<file path="src/rtl/mem_pkg.sv">
// mem_pkg: shared opcode and state encodings plus stack-pointer reset default for mem_access_ctrl
package mem_pkg;
  typedef enum logic [2:0] {
    OP_NOP, OP_LOAD, OP_STORE, OP_PUSH, OP_POP, OP_CALL, OP_RET, OP_RSVD
  } mem_op_e;
  typedef enum logic [1:0] {IDLE, SECOND_WR, SECOND_RD, RET_DONE} state_e;
  localparam logic [15:0] SP_RESET_DEFAULT = 16'h03FF;
endpackage

</file>
<file path="src/rtl/mem_access_ctrl_if.sv">
// mem_access_ctrl_if: request, memory-strobe and result bus of mem_access_ctrl; fault exists only with MEM_BOUNDS_CHECK_EN
interface mem_access_ctrl_if;
  logic        req_valid;
  logic        req_ready;
  logic [2:0]  mem_op;
  logic [15:0] req_addr;
  logic [31:0] req_wdata;
  logic        read_enable;
  logic        write_enable;
  logic [15:0] read_addr;
  logic [15:0] write_addr;
  logic [15:0] write_data;
  logic [15:0] memory_data_output;
  logic        result_valid;
  logic [31:0] result_data;
  logic [15:0] sp;
  logic        busy;
`ifdef MEM_BOUNDS_CHECK_EN
  logic        fault;
`endif
  modport master(
    output req_valid, mem_op, req_addr, req_wdata, memory_data_output,
`ifdef MEM_BOUNDS_CHECK_EN
    input fault,
`endif
    input req_ready, read_enable, write_enable, read_addr, write_addr, write_data,
    input result_valid, result_data, sp, busy
  );
  modport slave(
    input req_valid, mem_op, req_addr, req_wdata, memory_data_output,
`ifdef MEM_BOUNDS_CHECK_EN
    output fault,
`endif
    output req_ready, read_enable, write_enable, read_addr, write_addr, write_data,
    output result_valid, result_data, sp, busy
  );
endinterface

</file>
<file path="src/rtl/mem_access_ctrl.sv">
// mem_access_ctrl: memory-stage load/store/stack/call controller; MEM_BOUNDS_CHECK_EN adds address bounds checking with a fault pulse
module mem_access_ctrl
  import mem_pkg::*;
#(
  parameter int          N        = 10,
  parameter logic [15:0] SP_RESET = SP_RESET_DEFAULT
) (
  input logic              clk,
  input logic              rst,
  mem_access_ctrl_if.slave bus
);
`ifdef MEM_BOUNDS_CHECK_EN
  localparam bit CHECK = 1'b1;
`else
  localparam bit CHECK = 1'b0;
`endif
  state_e      state_q;
  logic [15:0] sp_q, lo_q;
  logic        busy_q, rv_q;
  mem_op_e     op;
  logic        accept, re, we, oob;
  logic [15:0] ra, wa, wd;
  assign op     = mem_op_e'(bus.mem_op);
  assign accept = bus.req_valid && !busy_q;
  always_comb begin
    re  = state_q == SECOND_RD || (accept && (op == OP_LOAD || op == OP_POP || op == OP_RET));
    we  = state_q == SECOND_WR || (accept && (op == OP_STORE || op == OP_PUSH || op == OP_CALL));
    ra  = state_q == SECOND_RD ? sp_q + 16'd2 : op == OP_LOAD ? bus.req_addr : sp_q + 16'd1;
    wa  = state_q == SECOND_WR ? sp_q - 16'd1 : op == OP_STORE ? bus.req_addr : sp_q;
    wd  = state_q == SECOND_WR ? lo_q : op == OP_CALL ? bus.req_wdata[31:16] : bus.req_wdata[15:0];
    oob = CHECK && (re || we) && |((re ? ra : wa) >> N);
  end
  assign bus.read_enable  = re && !oob && !rst;
  assign bus.write_enable = we && !oob && !rst;
  assign bus.read_addr    = ra;
  assign bus.write_addr   = wa;
  assign bus.write_data   = wd;
  assign bus.req_ready    = !busy_q;
  assign bus.busy         = busy_q;
  assign bus.sp           = sp_q;
  assign bus.result_valid = rv_q;
  assign bus.result_data  = !rv_q ? 32'h0 : state_q == RET_DONE ? {bus.memory_data_output, lo_q}
                                                                : {16'h0, bus.memory_data_output};
  always_ff @(posedge clk) begin
    rv_q <= 1'b0;
    if (rst) begin
      state_q <= IDLE;
      sp_q    <= SP_RESET;
      lo_q    <= '0;
      busy_q  <= 1'b0;
    end else if (state_q == SECOND_WR) begin
      state_q <= IDLE;
      busy_q  <= 1'b0;
      if (!oob) sp_q <= sp_q - 16'd2;
    end else if (state_q == SECOND_RD) begin
      lo_q    <= bus.memory_data_output;
      state_q <= oob ? IDLE : RET_DONE;
      busy_q  <= 1'b0;
      rv_q    <= !oob;
      if (!oob) sp_q <= sp_q + 16'd2;
    end else begin
      state_q <= IDLE;
      if (accept && !oob) begin
        rv_q    <= op == OP_LOAD || op == OP_POP;
        sp_q    <= op == OP_PUSH ? sp_q - 16'd1 : op == OP_POP ? sp_q + 16'd1 : sp_q;
        state_q <= op == OP_CALL ? SECOND_WR : op == OP_RET ? SECOND_RD : IDLE;
        busy_q  <= op == OP_CALL || op == OP_RET;
        if (op == OP_CALL) lo_q <= bus.req_wdata[15:0];
      end
    end
  end
`ifdef MEM_BOUNDS_CHECK_EN
  logic fault_q;
  always_ff @(posedge clk) fault_q <= !rst && oob;
  assign bus.fault = fault_q;
`endif
endmodule

</file>
<file path="src/flat_wrapper.sv">
// flat-port wrapper written by rule: the top's interface ports become plain ports
module mem_access_ctrl_flat import mem_pkg::*;
#(
  parameter int          N        = 10,
  parameter logic [15:0] SP_RESET = SP_RESET_DEFAULT
)
  (clk, rst, bus_req_valid, bus_mem_op, bus_req_addr, bus_req_wdata, bus_memory_data_output, bus_req_ready, bus_read_enable, bus_write_enable, bus_read_addr, bus_write_addr, bus_write_data, bus_result_valid, bus_result_data, bus_sp, bus_busy);
  mem_access_ctrl_if bus_i ();
  input logic clk;
  input logic rst;
  input wire logic [$bits(bus_i.req_valid)-1:0] bus_req_valid;
  input wire logic [$bits(bus_i.mem_op)-1:0] bus_mem_op;
  input wire logic [$bits(bus_i.req_addr)-1:0] bus_req_addr;
  input wire logic [$bits(bus_i.req_wdata)-1:0] bus_req_wdata;
  input wire logic [$bits(bus_i.memory_data_output)-1:0] bus_memory_data_output;
  output wire logic [$bits(bus_i.req_ready)-1:0] bus_req_ready;
  output wire logic [$bits(bus_i.read_enable)-1:0] bus_read_enable;
  output wire logic [$bits(bus_i.write_enable)-1:0] bus_write_enable;
  output wire logic [$bits(bus_i.read_addr)-1:0] bus_read_addr;
  output wire logic [$bits(bus_i.write_addr)-1:0] bus_write_addr;
  output wire logic [$bits(bus_i.write_data)-1:0] bus_write_data;
  output wire logic [$bits(bus_i.result_valid)-1:0] bus_result_valid;
  output wire logic [$bits(bus_i.result_data)-1:0] bus_result_data;
  output wire logic [$bits(bus_i.sp)-1:0] bus_sp;
  output wire logic [$bits(bus_i.busy)-1:0] bus_busy;
  assign bus_i.req_valid = bus_req_valid;
  assign bus_i.mem_op = bus_mem_op;
  assign bus_i.req_addr = bus_req_addr;
  assign bus_i.req_wdata = bus_req_wdata;
  assign bus_i.memory_data_output = bus_memory_data_output;
  assign bus_req_ready = bus_i.req_ready;
  assign bus_read_enable = bus_i.read_enable;
  assign bus_write_enable = bus_i.write_enable;
  assign bus_read_addr = bus_i.read_addr;
  assign bus_write_addr = bus_i.write_addr;
  assign bus_write_data = bus_i.write_data;
  assign bus_result_valid = bus_i.result_valid;
  assign bus_result_data = bus_i.result_data;
  assign bus_sp = bus_i.sp;
  assign bus_busy = bus_i.busy;
  mem_access_ctrl #(.N(N), .SP_RESET(SP_RESET)) u_core (.clk(clk), .rst(rst), .bus(bus_i));
endmodule
</file>
<file path="config.mk">
export PLATFORM = sky130hd
export DESIGN_NAME = mem_access_ctrl_flat
export DESIGN_NICKNAME = d
export VERILOG_FILES = /design/src/rtl/mem_pkg.sv /design/src/rtl/mem_access_ctrl_if.sv /design/src/rtl/mem_access_ctrl.sv /design/src/flat_wrapper.sv
export SDC_FILE = /design/constraint.sdc
export NUM_CORES = 1
export LEC_CHECK = 0
export BUFFER_PORTS_ARGS = -buffer_cell sky130_fd_sc_hd__buf_2
export CORE_ASPECT_RATIO = 1.1
export CORE_MARGIN = 3
export CORE_UTILIZATION = 46
export CTS_CLUSTER_SIZE = 30
export DETAILED_ROUTE_END_ITERATION = 10
export GPL_TIMING_DRIVEN = 0
export PLACE_DENSITY_LB_ADDON = 0.1
export RECOVER_POWER = 100
export SYNTH_ARGS = -nofsm -noshare
export SYNTH_HDL_FRONTEND = slang
export SYNTH_SLANG_ARGS = --single-unit
</file>
<file path="constraint.sdc">
create_clock -name clk -period 3.3 [get_ports clk]
set_input_delay 0.99 -clock clk [delete_from_list [all_inputs] [get_ports clk]]
set_output_delay 0.99 -clock clk [all_outputs]
set_load 0.005 [all_outputs]
</file>
==> results of run 1 <==
[final cells by class]
| type | instances | area [µm²] | area share |
|---|---|---|---|
| flip-flops and latches | 36 | 726 | 0.115 |
| multi-input cells | 522 | 3740 | 0.594 |
| repair buffers | 203 | 1120 | 0.178 |
| well taps | 117 | 146 | 0.0233 |
| inverters | 19 | 82.6 | 0.0131 |
| plain buffers | 62 | 383 | 0.0608 |
| clock buffers | 7 | 96.3 | 0.0153 |
[cells by family (layout without fill, tap and decap cells)]
kind of cell    Yosys count  count (layout)  share of synthesized area
buf+inv                  85             291                     0.0780
flops                    36              36                      0.160
simple gates            241             241                      0.288
mux                      54              54                      0.121
compound gates          207             207                      0.307
xor+xnor                 12              12                     0.0234
fa+ha+maj                 8               8                     0.0223
[critical path, delay by kind of cell]
kind / cells / cell delay [ns]
AOI/OAI and AO/OA: 2 / 0.25
buffers and inverters: 3 / 0.40
and+or+nand+nor: 2 / 0.73
[what timing repair did]
| action | CTS | global route |
|---|---|---|
| endpoints found under the setup margin | 50 | 65 |
| gates cloned | 2 | 2 |
| hold buffers | 0 | 0 |
| setup buffers | 17 | 14 |
| gates resized for setup | 95 | 69 |
| pin swaps | 14 | 22 |
[power by group through the flow]
stage | clock network (µW) | logic, µW | registers, µW
final | 377 | 1050 | 512
after global placement | 0 | 874 | 513
after floorplan | 0 | 544 | 505
after CTS | 363 | 949 | 507
after detailed placement | 0 | 891 | 515
after global routing | 389 | 1120 | 515
[registers in the layout (all words and copies together), names as in the netlist]
signal                   cells
u_core.bus.sp               16
u_core.state_q               2
u_core.bus.result_valid      1
u_core.lo_q                 16
u_core.bus.busy              1
[metal layers]
metal / wire length (µm) / up-vias
li1: - / 2821
met1: 8280 / 3020
met2: 11000 / 568
met3: 2510 / 144
met4: 1650 / 0
met5: 0 / -
[per-stage QoR]
stage	worst slack, ns	setup TNS (ns)
finish	-0.0611	-0.131
global route	-0.119	-1.42
CTS	0.000630	0
detailed placement	-0.858	-29.70
global placement	-0.811	-27.26
floorplan	0.0244	0
[worst min-delay path by stage]
stage                                 start                           end  slack [ns]
4_1_cts         u_core.lo_q[5]$_SDFFE_PP0P_   u_core.lo_q[5]$_SDFFE_PP0P_        0.52
2_1_floorplan   u_core.lo_q[0]$_SDFFE_PP0P_   u_core.lo_q[0]$_SDFFE_PP0P_        0.49
5_1_grt        u_core.lo_q[15]$_SDFFE_PP0P_  u_core.lo_q[15]$_SDFFE_PP0P_        0.55
3_5_place_dp    u_core.lo_q[5]$_SDFFE_PP0P_   u_core.lo_q[5]$_SDFFE_PP0P_        0.51
6_report        u_core.lo_q[5]$_SDFFE_PP0P_   u_core.lo_q[5]$_SDFFE_PP0P_        0.53
3_3_place_gp    u_core.lo_q[1]$_SDFFE_PP0P_   u_core.lo_q[1]$_SDFFE_PP0P_        0.50
[cell usage after synthesis, drive strengths merged, types with 5 or more instances]
cell type / count
a211o: 8
a211oi: 21
a21oi: 44
a31oi: 11
and3: 19
buf: 23
clkbuf: 43
dfxtp: 36
ha: 8
inv: 17
mux2i: 52
nand2: 48
nand3: 14
nand4: 15
nor2: 60
nor2b: 19
nor3: 18
nor4: 10
o21a: 8
o21ai: 48
o221ai: 6
o22a: 7
o22ai: 6
o31ai: 6
o32ai: 5
or3: 6
xnor2: 10
==> reports/metrics.yaml, run 1 <==
pwr:
  fraction_of_power_consumed_by_sequential_logic: 0.264
  p_leak_uw: 0.00264
  power_report.internal_total_uw: 1090
  p_sw_frac: 0.440
  p_total_uw: 1940
  powerDensity_nw_per_um2: 308
  power.share.clock: 0.194
  max-vdd-ir-drop_v: 0.000172
  part_of_the_total_power_dissipated_in_combinational_logic: 0.542
  power_switching_uw: 853
logic_synthesis:
  synthesis.area_um2: 4490
  async_flop_share: 0
  synth_warnings: 0
  ys.flop_type: "sky130_fd_sc_hd__dfxtp_1"
  synth-edff-count: 0
  postSynthNetCount: 721
  post_synthesis_cell_count: 643
  synth_area_per_cell_um2: 6.98
  synthTopCellsByArea: "sky130_fd_sc_hd__dfxtp_1, sky130_fd_sc_hd__mux2i_1, sky130_fd_sc_hd__o21ai_0"
  yosysSeqAreaShare: 0.160
  synth_register_bits: 36
  post_synth_num_cell_types: 75
  synth.largest_area_cell: "sky130_fd_sc_hd__dfxtp_1"
  post-synth-top-area-fraction: 0.160
final_layout:
  n_antenna_cell: 0
  area_growth_syn_to_layout_pct: 40.2
  fin_nets: 927
  layout.cells.most_common_list: "sky130_fd_sc_hd__buf_2, sky130_fd_sc_hd__nor2_1, sky130_fd_sc_hd__clkbuf_1, sky130_fd_sc_hd__mux2i_1, sky130_fd_sc_hd__nand2_1"
  final_design_area_no_fill_um2: 6290
  final_cell_count_no_fill: 966
  layout.cells.most_common: "sky130_fd_sc_hd__buf_2"
  n_fill_cell: 868
  share_of_cells_above_drive_strength_1: 0.338
  fin_util: 0.667
critical_path:
  chain_of_cells_forming_the_critical_path: "buf_8 > or3b_4 > nor2_4 > buf_6 > o32ai_2 > a31oi_1 > buf_2"
  cp_data_arrival_time_ns: 2.37
  crit_path_start: "bus_mem_op[1]"
  worst-r2r-cell-count: 8
  capturing_element_type_of_the_critical_path: "output pin"
  rr_startpoint: "u_core.state_q[0]$_SDFF_PP0_"
  max_stage_delay_ns: 0.46
  crit_fanout: 6
  reg2reg_slack_ns: 0.49
  cp.required_ns: 2.31
  timing.critical_path.from_type: "primary input"
  critical_path.slowest_cell: "sky130_fd_sc_hd__or3b_4"
  critPathCapture: "bus_read_addr[9]"
  timing.rr.end: "u_core.bus.sp[9]$_SDFFE_PP1P_"
  timing_worst_setup_path_type: "in -> out"
job:
  timing.max_cap.violations: 0
timing:
  worst_slew_margin: 0.297
  timing.clock.skew_ns: 0.0201
  worst_slew_pin_slew_ns: 1.05
  timing.fmax_mhz: 298
  setup-violations-final: 5
  worst_hold_slack_ns: 0.526
  worst_slack_ns: -0.0611
  finalHoldViolations: 0
  maxSlewViolCount: 0
  layout_worst_path_cycle_share: 1.02
  clock_period_minus_final_worst_setup_slack_ns: 3.36
  grt_setup_unrepaired: "yes"
route:
  first_pass_drt_iterations: 6
  initialDrtViolationCount: 644
  routedWlPerCell_um: 24.2
  post-route-drc-count: 0
  antenna_left: 0
  routed_wirelength_mm: 23.4
  route.detailed.vias_per_inst: 6.78
  via_count: 6553
global_routing:
  globalRouteMet3Util: 0.0920
  overflow: 0
  global_route_track_usage_on_met2: 0.689
  first_global_vias: 6203
  global_route.usage.total: 0.404
  grt_max_degree: 11
  grt_most_used_layer: "met2"
  grt_antenna_before_repair: 0
  grt_first_pass_wirelength_mm: 34.3
  met1_usage: 0.459
clocking:
  clockBufferDepth: 2
  htree_num_levels: 2
  tritoncts: "yes"
  root_buffer: "sky130_fd_sc_hd__clkbuf_8"
  clkSinkCount: 36
  cts.reportedPaths.clkPinSlew_ns: 0.08
  clkLatencyLatePin_ns: 0.31
  cts_buffers: 5
place:
  dpl-instance-area_um2: 5480
  detailedPlacementHpwl_mm: 16.5
  gp_congestion: 1.01
  count_of_input_and_output_buffers: 169
  place_inst: 929
min_path:
  min-delay-path-class: "reg -> reg"
  worst_hold_path_cell_count: 2
status:
  violated_checks: "setup timing"
  status: "complete, but fails checks"
floorplanning:
  die_height_um: 110
  core_region_area_um2: 9440
  die_area_um2: 11000
  fp.dieW_um: 100
  rows: 37
  initial_utilization: 0.475
  ioPinCount: 171
Note: power is estimated with default switching activity, not from simulation.
==> run 2: changes to the inputs <==
PLACE_DENSITY = 0.79   (was not set)
PLACE_DENSITY_LB_ADDON = not set   (was 0.1)
==> reports/metrics.yaml, run 2 (same netlist as run 1, synthesis figures left out) <==
clocking:
  clockBufferDepth: 2
  cts.reportedPaths.clkPinSlew_ns: 0.08
  htree_num_levels: 2
  postCtsHoldBufs: 0
  clkSinkCount: 36
  tritoncts: "yes"
  cts_buffers: 5
  root_buffer: "sky130_fd_sc_hd__clkbuf_8"
  clkLatencyLatePin_ns: 0.31
floorplanning:
  die_height_um: 110
  initial_utilization: 0.475
  core_region_area_um2: 9440
  die_area_um2: 11000
  rows: 37
  fp.dieW_um: 100
  ioPinCount: 171
global_routing:
  first_global_vias: 6121
  grt_antenna_before_repair: 0
  global_route.usage.total: 0.388
  grt_first_pass_wirelength_mm: 33.4
  grt_max_degree: 11
  overflow: 0
timing:
  fin_setup_tns_ns: -0.149
  clock_period_minus_final_worst_setup_slack_ns: 3.41
  setup-violations-final: 3
  layout_worst_path_cycle_share: 1.03
  timing.fmax_mhz: 293
  timing.clock.skew_ns: 0.0163
  worst_hold_slack_ns: 0.529
  finalHoldViolations: 0
  grt_setup_unrepaired: "yes"
  worst_slack_ns: -0.110
  worst_slew_margin: 0.311
  maxSlewViolCount: 0
  worst_slew_pin_slew_ns: 1.02
critical_path:
  timing.critical_path.from_type: "primary input"
  reg2reg_slack_ns: 0.34
  crit_fanout: 6
  cp_data_arrival_time_ns: 2.42
  capturing_element_type_of_the_critical_path: "output pin"
  timing_worst_setup_path_type: "in -> out"
  cp.required_ns: 2.31
final_layout:
  n_fill_cell: 839
  fin_nets: 931
  fin_util: 0.678
  area_growth_syn_to_layout_pct: 42.7
  layout.cells.most_common_list: "sky130_fd_sc_hd__buf_2, sky130_fd_sc_hd__nor2_1, sky130_fd_sc_hd__mux2i_1, sky130_fd_sc_hd__nand2_1, sky130_fd_sc_hd__o21ai_0"
  layout.cells.most_common: "sky130_fd_sc_hd__buf_2"
  final_design_area_no_fill_um2: 6410
  area.sequential_um2: 727
  n_antenna_cell: 0
  share_of_cells_above_drive_strength_1: 0.377
  multi_input_comb_area_um2: 3710
route:
  first_pass_drt_iterations: 7
  routedWlPerCell_um: 23.6
  route.detailed.vias_per_inst: 6.72
  antenna_left: 0
  post-route-drc-count: 0
  routed_wirelength_mm: 22.9
  initialDrtViolationCount: 852
  via_count: 6517
min_path:
  min-delay-path-class: "reg -> reg"
pwr:
  part_of_the_total_power_dissipated_in_combinational_logic: 0.543
  power.share.clock: 0.198
  max-vdd-ir-drop_v: 0.000141
  powerDensity_nw_per_um2: 307
  p_leak_uw: 0.00278
  power_switching_uw: 859
  power_report.internal_total_uw: 1110
  p_sw_frac: 0.436
  fraction_of_power_consumed_by_sequential_logic: 0.259
  p_total_uw: 1970
place:
  detailedPlacementHpwl_mm: 16.5
  count_of_input_and_output_buffers: 169
  dpl-instance-area_um2: 5480
  gp_congestion: 1.09
status:
  status: "complete, but fails checks"
  violated_checks: "setup timing"
job:
  timing.max_cap.violations: 0
run 2: per-layer routing:
layer	part of all wire	track usage
met1	0.35	0.468
met5	0	0
met3	0.12	0.0774
met2	0.46	0.642
met4	0.071	0.224
run 2: final cells by class:
class	instances	area share
multi-input cells	522	0.579
plain buffers	63	0.0707
well taps	117	0.0228
inverters	19	0.0123
repair buffers	206	0.186
flip-flops and latches	36	0.113
clock buffers	7	0.0150
run 2: worst paths after layout:
| check | start | to | cells after the start |
|---|---|---|---|
| hold / removal | u_core.lo_q[11]$_SDFFE_PP0P_ | u_core.lo_q[11]$_SDFFE_PP0P_ | 2 |
| hold reg to reg | u_core.lo_q[11]$_SDFFE_PP0P_ | u_core.lo_q[11]$_SDFFE_PP0P_ | 2 |
| setup / recovery | bus_mem_op[2] | bus_read_addr[9] | 8 |
| setup reg to reg | u_core.state_q[0]$_SDFF_PP0_ | u_core.bus.sp[1]$_SDFFE_PP1P_ | 8 |
run 2: per-stage QoR:
stage / setup WS, ns / std cells
after global placement: -0.795 / 929
after detailed placement: -0.818 / 929
after floorplan: 0.0244 / 643
after global routing: -0.141 / 970
after CTS: -0.0433 / 946
final: -0.110 / 970
run 2: repair_timing:
| item | 4_1_cts | 5_1_grt |
|---|---|---|
| buffers inserted | 13 | 22 |
| setup endpoints to repair | 50 | 65 |
| gates cloned | 0 | 2 |
| pin swaps | 8 | 28 |
| gates resized for setup | 90 | 83 |
run 2: power groups by stage:
stage	Combinational, µW	Sequential (µW)	Clock (µW)
after floorplan	544	505	0
final	1070	511	390
after global routing	1140	515	395
after global placement	877	513	0
after detailed placement	888	515	0
after CTS	942	507	377
run 2: worst max-delay path, stage by stage:
cell	delay, ns
sky130_fd_sc_hd__buf_8	0.10
sky130_fd_sc_hd__or3b_4	0.47
sky130_fd_sc_hd__nand2_4	0.12
sky130_fd_sc_hd__buf_6	0.10
sky130_fd_sc_hd__o22a_1	0.13
sky130_fd_sc_hd__o32ai_1	0.10
sky130_fd_sc_hd__a31oi_1	0.24
sky130_fd_sc_hd__buf_2	0.17
==> run 3: changes to the inputs <==
RECOVER_POWER = not set   (was 100)
TNS_END_PERCENT = 20   (was not set)
==> reports/metrics.yaml, run 3 (same netlist as run 1, synthesis figures left out) <==
global_routing:
  overflow: 0
  global_route.usage.total: 0.386
  grt_max_degree: 11
  first_global_vias: 6078
  grt_first_pass_wirelength_mm: 33.2
  grt_antenna_before_repair: 0
pwr:
  power_switching_uw: 854
  powerDensity_nw_per_um2: 309
  fraction_of_power_consumed_by_sequential_logic: 0.261
  max-vdd-ir-drop_v: 0.000141
  p_total_uw: 1960
  power.share.clock: 0.197
  p_sw_frac: 0.436
  power_report.internal_total_uw: 1110
  part_of_the_total_power_dissipated_in_combinational_logic: 0.543
  p_leak_uw: 0.00276
min_path:
  hp-start: "u_core.lo_q[9]$_SDFFE_PP0P_"
  worst_hold_path_cell_count: 2
  whs_endpoint: "u_core.lo_q[9]$_SDFFE_PP0P_"
  min-delay-path-class: "reg -> reg"
job:
  timing.max_cap.violations: 0
status:
  status: "complete, but fails checks"
  violated_checks: "setup timing"
place:
  place_inst: 929
  detailedPlacementHpwl_mm: 16.5
  gp_congestion: 1.09
  count_of_input_and_output_buffers: 169
  dp_slack_ns: -0.818
critical_path:
  crit_path_start: "u_core.bus.sp[2]$_SDFFE_PP1P_"
  capturing_element_type_of_the_critical_path: "output pin"
  cp_data_arrival_time_ns: 2.39
  crit_fanout: 10
  timing.rr.end: "u_core.bus.sp[1]$_SDFFE_PP1P_"
  rr_startpoint: "u_core.state_q[0]$_SDFF_PP0_"
  worst-r2r-cell-count: 8
  timing_worst_setup_path_type: "reg -> out"
  reg2reg_slack_ns: 0.32
  timing.critical_path.from_type: "flip-flop"
  cp.required_ns: 2.31
clocking:
  root_buffer: "sky130_fd_sc_hd__clkbuf_8"
  clkSinkCount: 36
  cts.reportedPaths.clkPinSlew_ns: 0.10
  clkLatencyLatePin_ns: 0.31
  cts_buffers: 5
  postCtsHoldBufs: 0
  tritoncts: "yes"
  htree_num_levels: 2
  clockBufferDepth: 2
route:
  post-route-drc-count: 0
  initialDrtViolationCount: 890
  via_count: 6572
  antenna_left: 0
  route.detailed.vias_per_inst: 6.78
  routed_wirelength_mm: 22.8
  routedWlPerCell_um: 23.6
  first_pass_drt_iterations: 6
floorplanning:
  die_height_um: 110
  die_area_um2: 11000
  fp.dieW_um: 100
  ioPinCount: 171
  core_region_area_um2: 9440
  rows: 37
  initial_utilization: 0.475
timing:
  finalHoldViolations: 0
  worst_hold_slack_ns: 0.529
  maxSlewViolCount: 0
  worst_slew_pin_slew_ns: 1.05
  setup-violations-final: 10
  layout_worst_path_cycle_share: 1.02
  timing.fmax_mhz: 296
  timing.clock.skew_ns: 0.0155
  worst_slew_margin: 0.293
  grt_setup_unrepaired: "yes"
  worst_slack_ns: -0.0784
  clock_period_minus_final_worst_setup_slack_ns: 3.38
final_layout:
  fin_nets: 930
  area_growth_syn_to_layout_pct: 41.3
  layout.cells.most_common_list: "sky130_fd_sc_hd__buf_2, sky130_fd_sc_hd__nor2_1, sky130_fd_sc_hd__mux2i_1, sky130_fd_sc_hd__nand2_1, sky130_fd_sc_hd__o21ai_0"
  fin_util: 0.672
  n_antenna_cell: 0
  share_of_cells_above_drive_strength_1: 0.372
  layout.cells.most_common: "sky130_fd_sc_hd__buf_2"
  n_fill_cell: 864
  final_cell_count_no_fill: 969
[run 3: cell count changes in the layout (fill, tap and decap cells not counted), sizes merged]
cell,before,now
buf,226,225
clkinvlp,1,2
inv,17,16
[run 3: area by class of cell]
type	instances	area [µm²]	area share
multi-input cells	522	3670	0.579
repair buffers	204	1180	0.185
clock buffers	7	96.3	0.0152
well taps	117	146	0.0231
plain buffers	64	445	0.0702
flip-flops and latches	36	726	0.114
inverters	19	82.6	0.0130
[run 3: timing repair]
item	4_1_cts	5_1_grt
pin swaps	7	21
cloned	0	2
endpoints found under the setup margin	50	65
gates resized for setup	89	63
setup buffers	10	23
endpoints found under the hold margin	0	0
[run 3: worst max-delay path, stage by stage (launching register included)]
cell and delay (ns):
sky130_fd_sc_hd__dfxtp_2 0.39, sky130_fd_sc_hd__buf_6 0.19, sky130_fd_sc_hd__clkinvlp_4 0.17, sky130_fd_sc_hd__ha_4 0.21
sky130_fd_sc_hd__a21boi_2 0.18, sky130_fd_sc_hd__nand2_2 0.14, sky130_fd_sc_hd__or3_1 0.36, sky130_fd_sc_hd__o22a_1 0.19
sky130_fd_sc_hd__o21a_1 0.11, sky130_fd_sc_hd__buf_2 0.13
[run 3: metal layers]
| metal | vias up | track usage | part of all wire |
|---|---|---|---|
| met5 | - | 0 | 0 |
| met4 | 0 | 0.229 | 0.070 |
| met3 | 150 | 0.0641 | 0.12 |
| met2 | 577 | 0.638 | 0.46 |
| met1 | 3015 | 0.470 | 0.36 |
| li1 | 2830 | - | - |
[run 3: worst max-delay path by stage]
stage | to | slack (ns) | depth (start not counted)
CTS | bus_write_addr[13] | -0.06 | 8
floorplan | bus_write_enable | 0.02 | 7
detailed placement | bus_write_addr[8] | -0.82 | 7
finish | bus_write_addr[15] | -0.08 | 9
global route | bus_write_addr[15] | -0.12 | 9
global placement | bus_write_addr[8] | -0.79 | 7
[run 3: per-stage QoR]
step,TNS [ns],area [µm²]
2_1_floorplan,0,4490
3_3_place_gp,-26.58,5480
3_5_place_dp,-28.31,5480
4_1_cts,-0.249,5950
5_1_grt,-0.803,6350
6_report,-0.280,6350
[run 3: power groups by stage]
stage | registers [µW] | logic [µW] | clock network [µW]
2_1_floorplan | 505 | 544 | 0
3_3_place_gp | 513 | 877 | 0
3_5_place_dp | 515 | 888 | 0
4_1_cts | 507 | 942 | 377
5_1_grt | 514 | 1130 | 391
6_report | 511 | 1060 | 385
